--- src/rtl/prince_sbox_cms_sched.sv ---
`default_nettype none
// ============================================================================
// Module   : prince_sbox_cms_sched
// Brief    : Sequencer for one shared 2-share CMS-masked PRINCE S-box. It
//            issues the state one nibble per cycle, gated on fresh
//            randomness, and writes results back in place. The 2-share
//            substituted state is presented afterwards.
// Options  : PRINCE_SCHED_ZEROIZE_EN - clear the share registers when the
//            result is accepted.
// Revision : 1.0 - initial release
// ============================================================================
module prince_sbox_cms_sched #(
   parameter int NIBBLES  = 16,
   parameter int SBOX_LAT = 1,
   parameter int RND_W    = 4
) (
   input  logic                 clk,
   input  logic                 rst,
   input  logic                 in_valid,
   output logic                 in_ready,
   input  logic [4*NIBBLES-1:0] in_sh0,
   input  logic [4*NIBBLES-1:0] in_sh1,
   input  logic                 rnd_valid,
   output logic                 rnd_ready,
   input  logic [RND_W-1:0]     rnd,
   output logic [3:0]           sb_x_sh0,
   output logic [3:0]           sb_x_sh1,
   output logic [RND_W-1:0]     sb_rnd,
   output logic                 sb_en,
   input  logic [3:0]           sb_y_sh0,
   input  logic [3:0]           sb_y_sh1,
   output logic                 out_valid,
   input  logic                 out_ready,
   output logic [4*NIBBLES-1:0] out_sh0,
   output logic [4*NIBBLES-1:0] out_sh1
);

   localparam int CW = $clog2(NIBBLES + 1);
   localparam logic [CW-1:0] LAST_IDX = CW'(NIBBLES - 1);
   localparam logic [CW-1:0] NIB_CNT  = CW'(NIBBLES);

   typedef enum logic [1:0] {
      IDLE  = 2'd0,
      RUN   = 2'd1,
      DRAIN = 2'd2,
      DONE  = 2'd3
   } state_t;

   state_t                state, state_nx;
   logic [4*NIBBLES-1:0]  sh0, sh1;
   logic [CW-1:0]         iss_idx, ret_idx;
   logic [SBOX_LAT-1:0]   vld_sr;
   logic                  issue, load, tail;

   assign tail    = vld_sr[SBOX_LAT-1];
   assign out_sh0 = sh0;
   assign out_sh1 = sh1;

   // State register
   always_ff @(posedge clk) begin
      if (rst) state <= IDLE;
      else     state <= state_nx;
   end

   // Next-state, issue strobe and handshake outputs; everything is forced
   // quiet while reset is asserted so no stale nibble leaks out
   always_comb begin
      state_nx  = state;
      issue     = 1'b0;
      load      = 1'b0;
      in_ready  = 1'b0;
      rnd_ready = 1'b0;
      sb_en     = 1'b0;
      out_valid = 1'b0;
      sb_x_sh0  = 4'd0;
      sb_x_sh1  = 4'd0;
      sb_rnd    = '0;
      if (!rst) begin
         case (state)
            IDLE: begin
               in_ready = 1'b1;
               if (in_valid) begin
                  load     = 1'b1;
                  state_nx = RUN;
               end
            end
            RUN: begin
               sb_en = 1'b1;
               if (rnd_valid) begin
                  issue     = 1'b1;
                  rnd_ready = 1'b1;
                  sb_x_sh0  = sh0[{iss_idx, 2'b00} +: 4];
                  sb_x_sh1  = sh1[{iss_idx, 2'b00} +: 4];
                  sb_rnd    = rnd;
                  if (iss_idx == LAST_IDX) state_nx = DRAIN;
               end
            end
            DRAIN: begin
               sb_en = 1'b1;
               if (ret_idx == NIB_CNT) state_nx = DONE;
            end
            DONE: begin
               out_valid = 1'b1;
               if (out_ready) state_nx = IDLE;
            end
            default: state_nx = IDLE;
         endcase
      end
   end

   // Issue and writeback nibble counters
   always_ff @(posedge clk) begin
      if (rst || load) begin
         iss_idx <= '0;
         ret_idx <= '0;
      end else begin
         if (issue) iss_idx <= iss_idx + 1'b1;
         if (tail)  ret_idx <= ret_idx + 1'b1;
      end
   end

   // Valid shift register mirroring the S-box pipeline depth
   generate
      if (SBOX_LAT == 1) begin : g_vld_one
         always_ff @(posedge clk) begin
            if (rst) vld_sr <= '0;
            else     vld_sr <= issue;
         end
      end else begin : g_vld_multi
         always_ff @(posedge clk) begin
            if (rst) vld_sr <= '0;
            else     vld_sr <= {vld_sr[SBOX_LAT-2:0], issue};
         end
      end
   endgenerate

   // Share registers: load, in-place writeback, optional clear on accept
   always_ff @(posedge clk) begin
      if (rst) begin
         sh0 <= '0;
         sh1 <= '0;
      end else if (load) begin
         sh0 <= in_sh0;
         sh1 <= in_sh1;
      end else if (tail) begin
         sh0[{ret_idx, 2'b00} +: 4] <= sb_y_sh0;
         sh1[{ret_idx, 2'b00} +: 4] <= sb_y_sh1;
      end
`ifdef PRINCE_SCHED_ZEROIZE_EN
      else if (out_valid && out_ready) begin
         sh0 <= '0;
         sh1 <= '0;
      end
`else
      else begin
         sh0 <= sh0;
         sh1 <= sh1;
      end
`endif
   end

endmodule
`default_nettype wire

--- config.mk ---
export PLATFORM = sky130hd
export DESIGN_NAME = prince_sbox_cms_sched
export DESIGN_NICKNAME = d
export VERILOG_FILES = /design/src/rtl/prince_sbox_cms_sched.sv
export SDC_FILE = /design/constraint.sdc
export NUM_CORES = 1
export LEC_CHECK = 0
export CAP_MARGIN = 20
export CORE_MARGIN = 3
export CORE_UTILIZATION = 45
export DETAILED_ROUTE_END_ITERATION = 6
export GPL_TIMING_DRIVEN = 0
export PLACE_DENSITY_LB_ADDON = 0.3
export SYNTH_ARGS = -nofsm -noshare
export SYNTH_HDL_FRONTEND = slang
export SYNTH_SLANG_ARGS = --single-unit
--- constraint.sdc ---
create_clock -name clk -period 4.7 [get_ports clk]
set_clock_uncertainty 0.2 [all_clocks]
set_input_delay 1.175 -clock clk [delete_from_list [all_inputs] [get_ports clk]]
set_output_delay 1.175 -clock clk [all_outputs]
set_load 0.005 [all_outputs]
# [After elaboration in Yosys (flattened, before gate mapping)]
# Index checks and enable logic that the tools add are counted.
# W data, S select, Z words.
[classes] n_addsub=3 eq_ne=10 shifts=5 muxes=33 reduce_logical=5
[op_table] cell="$mux W64" n=4
[op_table] cell="$bwmux W64" n=2
[op_table] cell="$shiftx A4 B9 Y64" n=2
[op_table] cell="$shiftx A64 B8 Y4" n=2
[op_table] cell="$shift A4 B9 Y64 const A" n=1
[op_table] cell="$mux W4" n=9
[op_table] cell="$mux W1" n=12
[op_table] cell="$add A5 B1 Y5 const B" n=2
[op_table] cell="$mux W2" n=5
[op_table] cell="$ne A2 B2 Y1 const B" n=5
[op_table] cell="$neg A7 Y9" n=1
[op_table] cell="$pmux W2 S4" n=1
[op_table] cell="$eq A5 B4 Y1 const B" n=1
[op_table] cell="$eq A5 B5 Y1 const B" n=1
[op_table] cell="$reduce_and A5 Y1" n=1
[op_table] cell="$eq A2 B2 Y1 const B" n=2
[op_table] cell="$eq A2 B1 Y1 const B" n=1
[op_table] cell="$logic_not A2 Y1" n=1
[op_table] cell="$reduce_bool A2 Y1" n=1
[op_table] cell="$reduce_or A2 Y1" n=1
[op_table] cell="$logic_or A1 B1 Y1" n=1
[word_totals] reg_bits=141 input_bits=145 out_inout_bits=144 word_cells=62

# [Depth between registers and ports, before layout]
[depth] word_depth=5 mapped_depth=12 ltp_nobuf=9

# [Worst setup path before layout]
# Ideal clock, no wire load.
[synth_path] path_kind="input-to-output" start="input rst" end="output out_valid" arrival_time_ns=2.196 required_ns=3.325 setup_slack_ns=1.129 cell_stages=4 path_buffers=3 path_cell_list="clkbuf_1 -> clkbuf_1 -> clkbuf_1 -> nor2_1"
[synth_via] elab_chain_len=1
[synth_lines] item="start, declared" line="18" text="input logic rst,"
[synth_lines] item="$mux W1" line="78" text="if (!rst) begin"
[synth_lines] item="end, declared" line="32" text="output logic out_valid,"
# No other way between the ends.

# [Worst setup path in the final report]
[layout_path] start="input rst" end="output sb_x_sh1[0]"
[layout_via] elab_chain_len=1
[layout_lines] item="$mux W4" line="78"
[layout_lines] item="end, declared" line="27" text="output logic [3:0] sb_x_sh1,"
# No other way between the ends.

==> results.yml <==
run_status:
  status: "complete, but fails checks"
  violations: "design-rule violations"
clock_network:
  root_buffer: "clkbuf_16"
  cts_max_path_buffers: 2
  ctsHtreeMaxLevel: 4
  path_clk_slew_ns: 0.06
  cts_tree: "built"
  clkLatencyLatePin_ns: 0.43
  numCtsBuffers: 17
  cts_sinks: 141
  cts_setup_buffers: 0
cells_and_area:
  fillers: 1334
  nets: 1254
  area_delta_synth_final_pct: 47.9
  multi_input_area_um2: 4440
  antennaDiodeCount: 0
  seqCellArea_um2: 2820
  final_layout_size_suffix_gt1_frac: 0.113
global_route:
  antenna_found_initial: 0
  grt_pass1_vias: 8372
  grt_overflow_total: 0
  gr-usage-all-layers: 0.382
  grt_pass1_wl_um: 51600
  grt_max_degree: 17
timing:
  fmax_ghz: 0.215
  hold_viol: 0
  fin_setup_tns_ns: 0
  maxSlewHeadroom: 0.309
  layout_worst_path_cycle_share: 0.991
  tightest_slew_ns: 1.04
  finalSetupViolCount: 0
  fin_crit_ns: 4.66
  slew_viol_final: 0
pwr:
  p_total_w: 0.00481
  power_frac_seq: 0.340
  leakagePower_nw: 3.94
  swShare: 0.356
  power.net_switching_w: 0.00171
  pwr_density_cell_nw_per_um2: 425
  peakVddDrop_mv: 0.268
  combinationalPowerShare: 0.387
  p_clk_frac: 0.272
  p_int_w: 0.00310
place:
  hpwlAfterDp_um: 26900
  gp_congestion: 1.03
  port_buffers: 280
setup_path:
  start_kind: "primary input"
  path_common_cell: "clkdlybuf4s50_1"
  cp.arrival_ns: 3.28
  crit_required_ns: 3.32
  critPathKind: "in2out"
  cp_slowest_cell: "clkdlybuf4s50_1"
  end_kind: "primary output"
  path_max_fanout: 10
  slowest_delay_ns: 0.57
  path_cells: "clkdlybuf4s50_1 > clkbuf_2 > nor2_2 > nand2_2 > a211oi_1 > clkdlybuf4s50_1"
die:
  dieArea_um2: 18600
  io_pins: 289
  die_h_um: 136
  die_w_um: 136
  core_area_um2: 16600
  num_rows: 47
  start_util: 0.461
drt:
  vias: 8800
  wire_per_inst_um: 27.5
  drtIter0Drc: 1332
  drtPass1Iterations: 7
  ant_nets: 0
  post-route-drc-count: 5
  via_per_inst: 6.62
  routed_wl_um: 36600
synth:
  synth_seq_area_share: 0.369
  syn_inst: 798
  yosysWarnings: 0
  synth-async-reset-ratio: 0
  synth_area_um2: 7650
  ys_ff_latch: 141
  synth.area.mux_share: 0.111
  syn_nets: 955
  synth_xor_xnor_area_share: 0.0151
  synth-simple-area-share: 0.170
  synthFlopType: "dfxtp_1"
  postSynthAreaPerCell_um2: 9.58
  synth_cell_types: 60
  synth_fa_ha_area_frac: 0.0196
  synth_compound_area_frac: 0.265
  synth_top_family_by_area: "compound AO/OA/AOI/OAI gates"
  synth_edf_count: 0
flow_run:
  drv_cap: 0
worst_hold_path:
  hp-class: "reg2reg"
## state kept, by name (all words and copies together) (netlist names)
register / cells
out_sh1: 64
tail: 1
ret_idx: 5
out_sh0: 64
iss_idx: 5
state: 2
## cell usage after synthesis (2+ instances only)
cell | instances | area (µm²)
a21oi_2 | 3 | 26.3
mux4_2 | 32 | 721
a22oi_1 | 37 | 278
o21a_1 | 4 | 30.0
clkbuf_1 | 52 | 195
a311oi_1 | 5 | 43.8
a21o_1 | 15 | 113
nor4bb_1 | 2 | 20.0
a211oi_1 | 63 | 473
a32oi_1 | 21 | 184
mux2i_1 | 13 | 130
a21oi_1 | 20 | 100
a2111oi_4 | 2 | 55.1
a221oi_1 | 5 | 43.8
buf_2 | 19 | 95.1
dfxtp_1 | 141 | 2820
inv_1 | 10 | 37.5
a222oi_1 | 39 | 390
buf_4 | 6 | 45.0
and2_1 | 5 | 31.3
xor2_1 | 4 | 35.0
nand3_1 | 11 | 55.1
nor3_1 | 42 | 210
o21ai_1 | 4 | 20.0
ha_1 | 12 | 150
or2_0 | 2 | 12.5
nand4_1 | 5 | 31.3
nand2_1 | 40 | 150
nor4_4 | 4 | 85.1
nor2_1 | 97 | 364
a31oi_4 | 2 | 42.5
nor3_2 | 3 | 30.0
o21ai_0 | 3 | 15.0
a22o_1 | 14 | 123
nand3b_1 | 9 | 67.6
xnor2_1 | 6 | 52.6
nor2b_1 | 20 | 125
o21ai_2 | 4 | 35.0
## cells in the final DEF (no fill, tap or decap), drive strengths merged, types with 3 or more instances in the layout
cell type / instances
clkinvlp: 4
a211oi: 64
inv: 12
buf: 26
a31oi: 3
a21o: 15
nor4: 5
nor3: 45
mux4: 32
a221oi: 5
a21oi: 23
nand2: 41
mux2i: 13
o21ai: 11
clkinv: 6
clkbuf: 72
nand4: 5
a311oi: 5
nor2: 97
xnor2: 6
ha: 12
a222oi: 39
a22oi: 37
clkdlybuf4s50: 280
a32oi: 21
o21a: 4
nor2b: 20
a22o: 14
and2: 6
or2: 3
nand3: 11
nand3b: 9
dfxtp: 141
xor2: 5
## cell type report
cell class / count / share of cell area
Buffer: 79 / 0.0321
Inverter: 10 / 0.00332
Multi-Input combinational cell: 568 / 0.393
Timing Repair Buffer: 280 / 0.248
Clock buffer: 19 / 0.0400
Sequential cell: 141 / 0.250
Tap cell: 220 / 0.0243
Clock inverter: 13 / 0.0102
## what timing repair did
| item | in CTS | in global routing |
|---|---|---|
| hold endpoints to repair | 0 | 0 |
| gates resized for setup | 5 | 8 |
| endpoints found under the setup margin | 14 | 10 |
| cloned | 0 | 0 |
| hold buffers | 0 | 0 |
## power groups by stage
stage | clock network, W | logic, W | registers [W]
2_1_floorplan | 0 | 0.000887 | 0.00160
3_3_place_gp | 0 | 0.00178 | 0.00164
3_5_place_dp | 0 | 0.00180 | 0.00164
4_1_cts | 0.00130 | 0.00182 | 0.00162
5_1_grt | 0.00136 | 0.00196 | 0.00165
6_report | 0.00131 | 0.00186 | 0.00164
## kinds of logic (layout without fill, tap and decap cells)
logic type / Yosys count / after routing
simple gates: 254 / 254
compound gates: 246 / 246
flops: 141 / 141
buf+inv: 89 / 401
mux: 45 / 45
fa+ha+maj: 12 / 12
xor+xnor: 11 / 11
## layer usage
| layer | up-vias | wire [µm] | GRT usage |
|---|---|---|---|
| met5 | - | 0 | 0 |
| met4 | 0 | 1760 | 0.171 |
| met3 | 129 | 5120 | 0.108 |
| met2 | 788 | 16300 | 0.590 |
| met1 | 4162 | 13500 | 0.498 |
| li1 | 3721 | - | - |
## path summary, 6_finish.rpt
path	to	slack, ns	cells after the start	from
setup / recovery	sb_x_sh1[0]	0.04	6	rst
setup reg to reg	out_sh0[31]$_SDFFE_PP0P_	0.52	11	ret_idx[0]$_SDFFE_PP0P_
hold reg to reg	out_sh1[21]$_SDFFE_PP0P_	0.27	2	out_sh1[21]$_SDFFE_PP0P_
hold / removal	out_sh1[21]$_SDFFE_PP0P_	0.27	2	out_sh1[21]$_SDFFE_PP0P_
## worst max-delay path: cells and delay by family
family	cells	cell delay (ns)
AOI/OAI and AO/OA	1	0.32
buffers and inverters	3	1.34
and+or+nand+nor	2	0.45
## per-stage QoR
stage          instance area (µm²)   util  hold slack (ns)  instances  setup slack, ns
2_1_floorplan                 7650      -            0.256        798             1.13
3_3_place_gp                 10700  0.647            0.258       1298           -0.576
3_5_place_dp                 10700  0.647            0.261       1298           -0.553
4_1_cts                      11300  0.682            0.272       1330           0.0282
5_1_grt                      11300  0.682            0.290       1330          -0.0147
6_report                     11300  0.682            0.274       1330           0.0411
(Power assumes the default switching activity.)
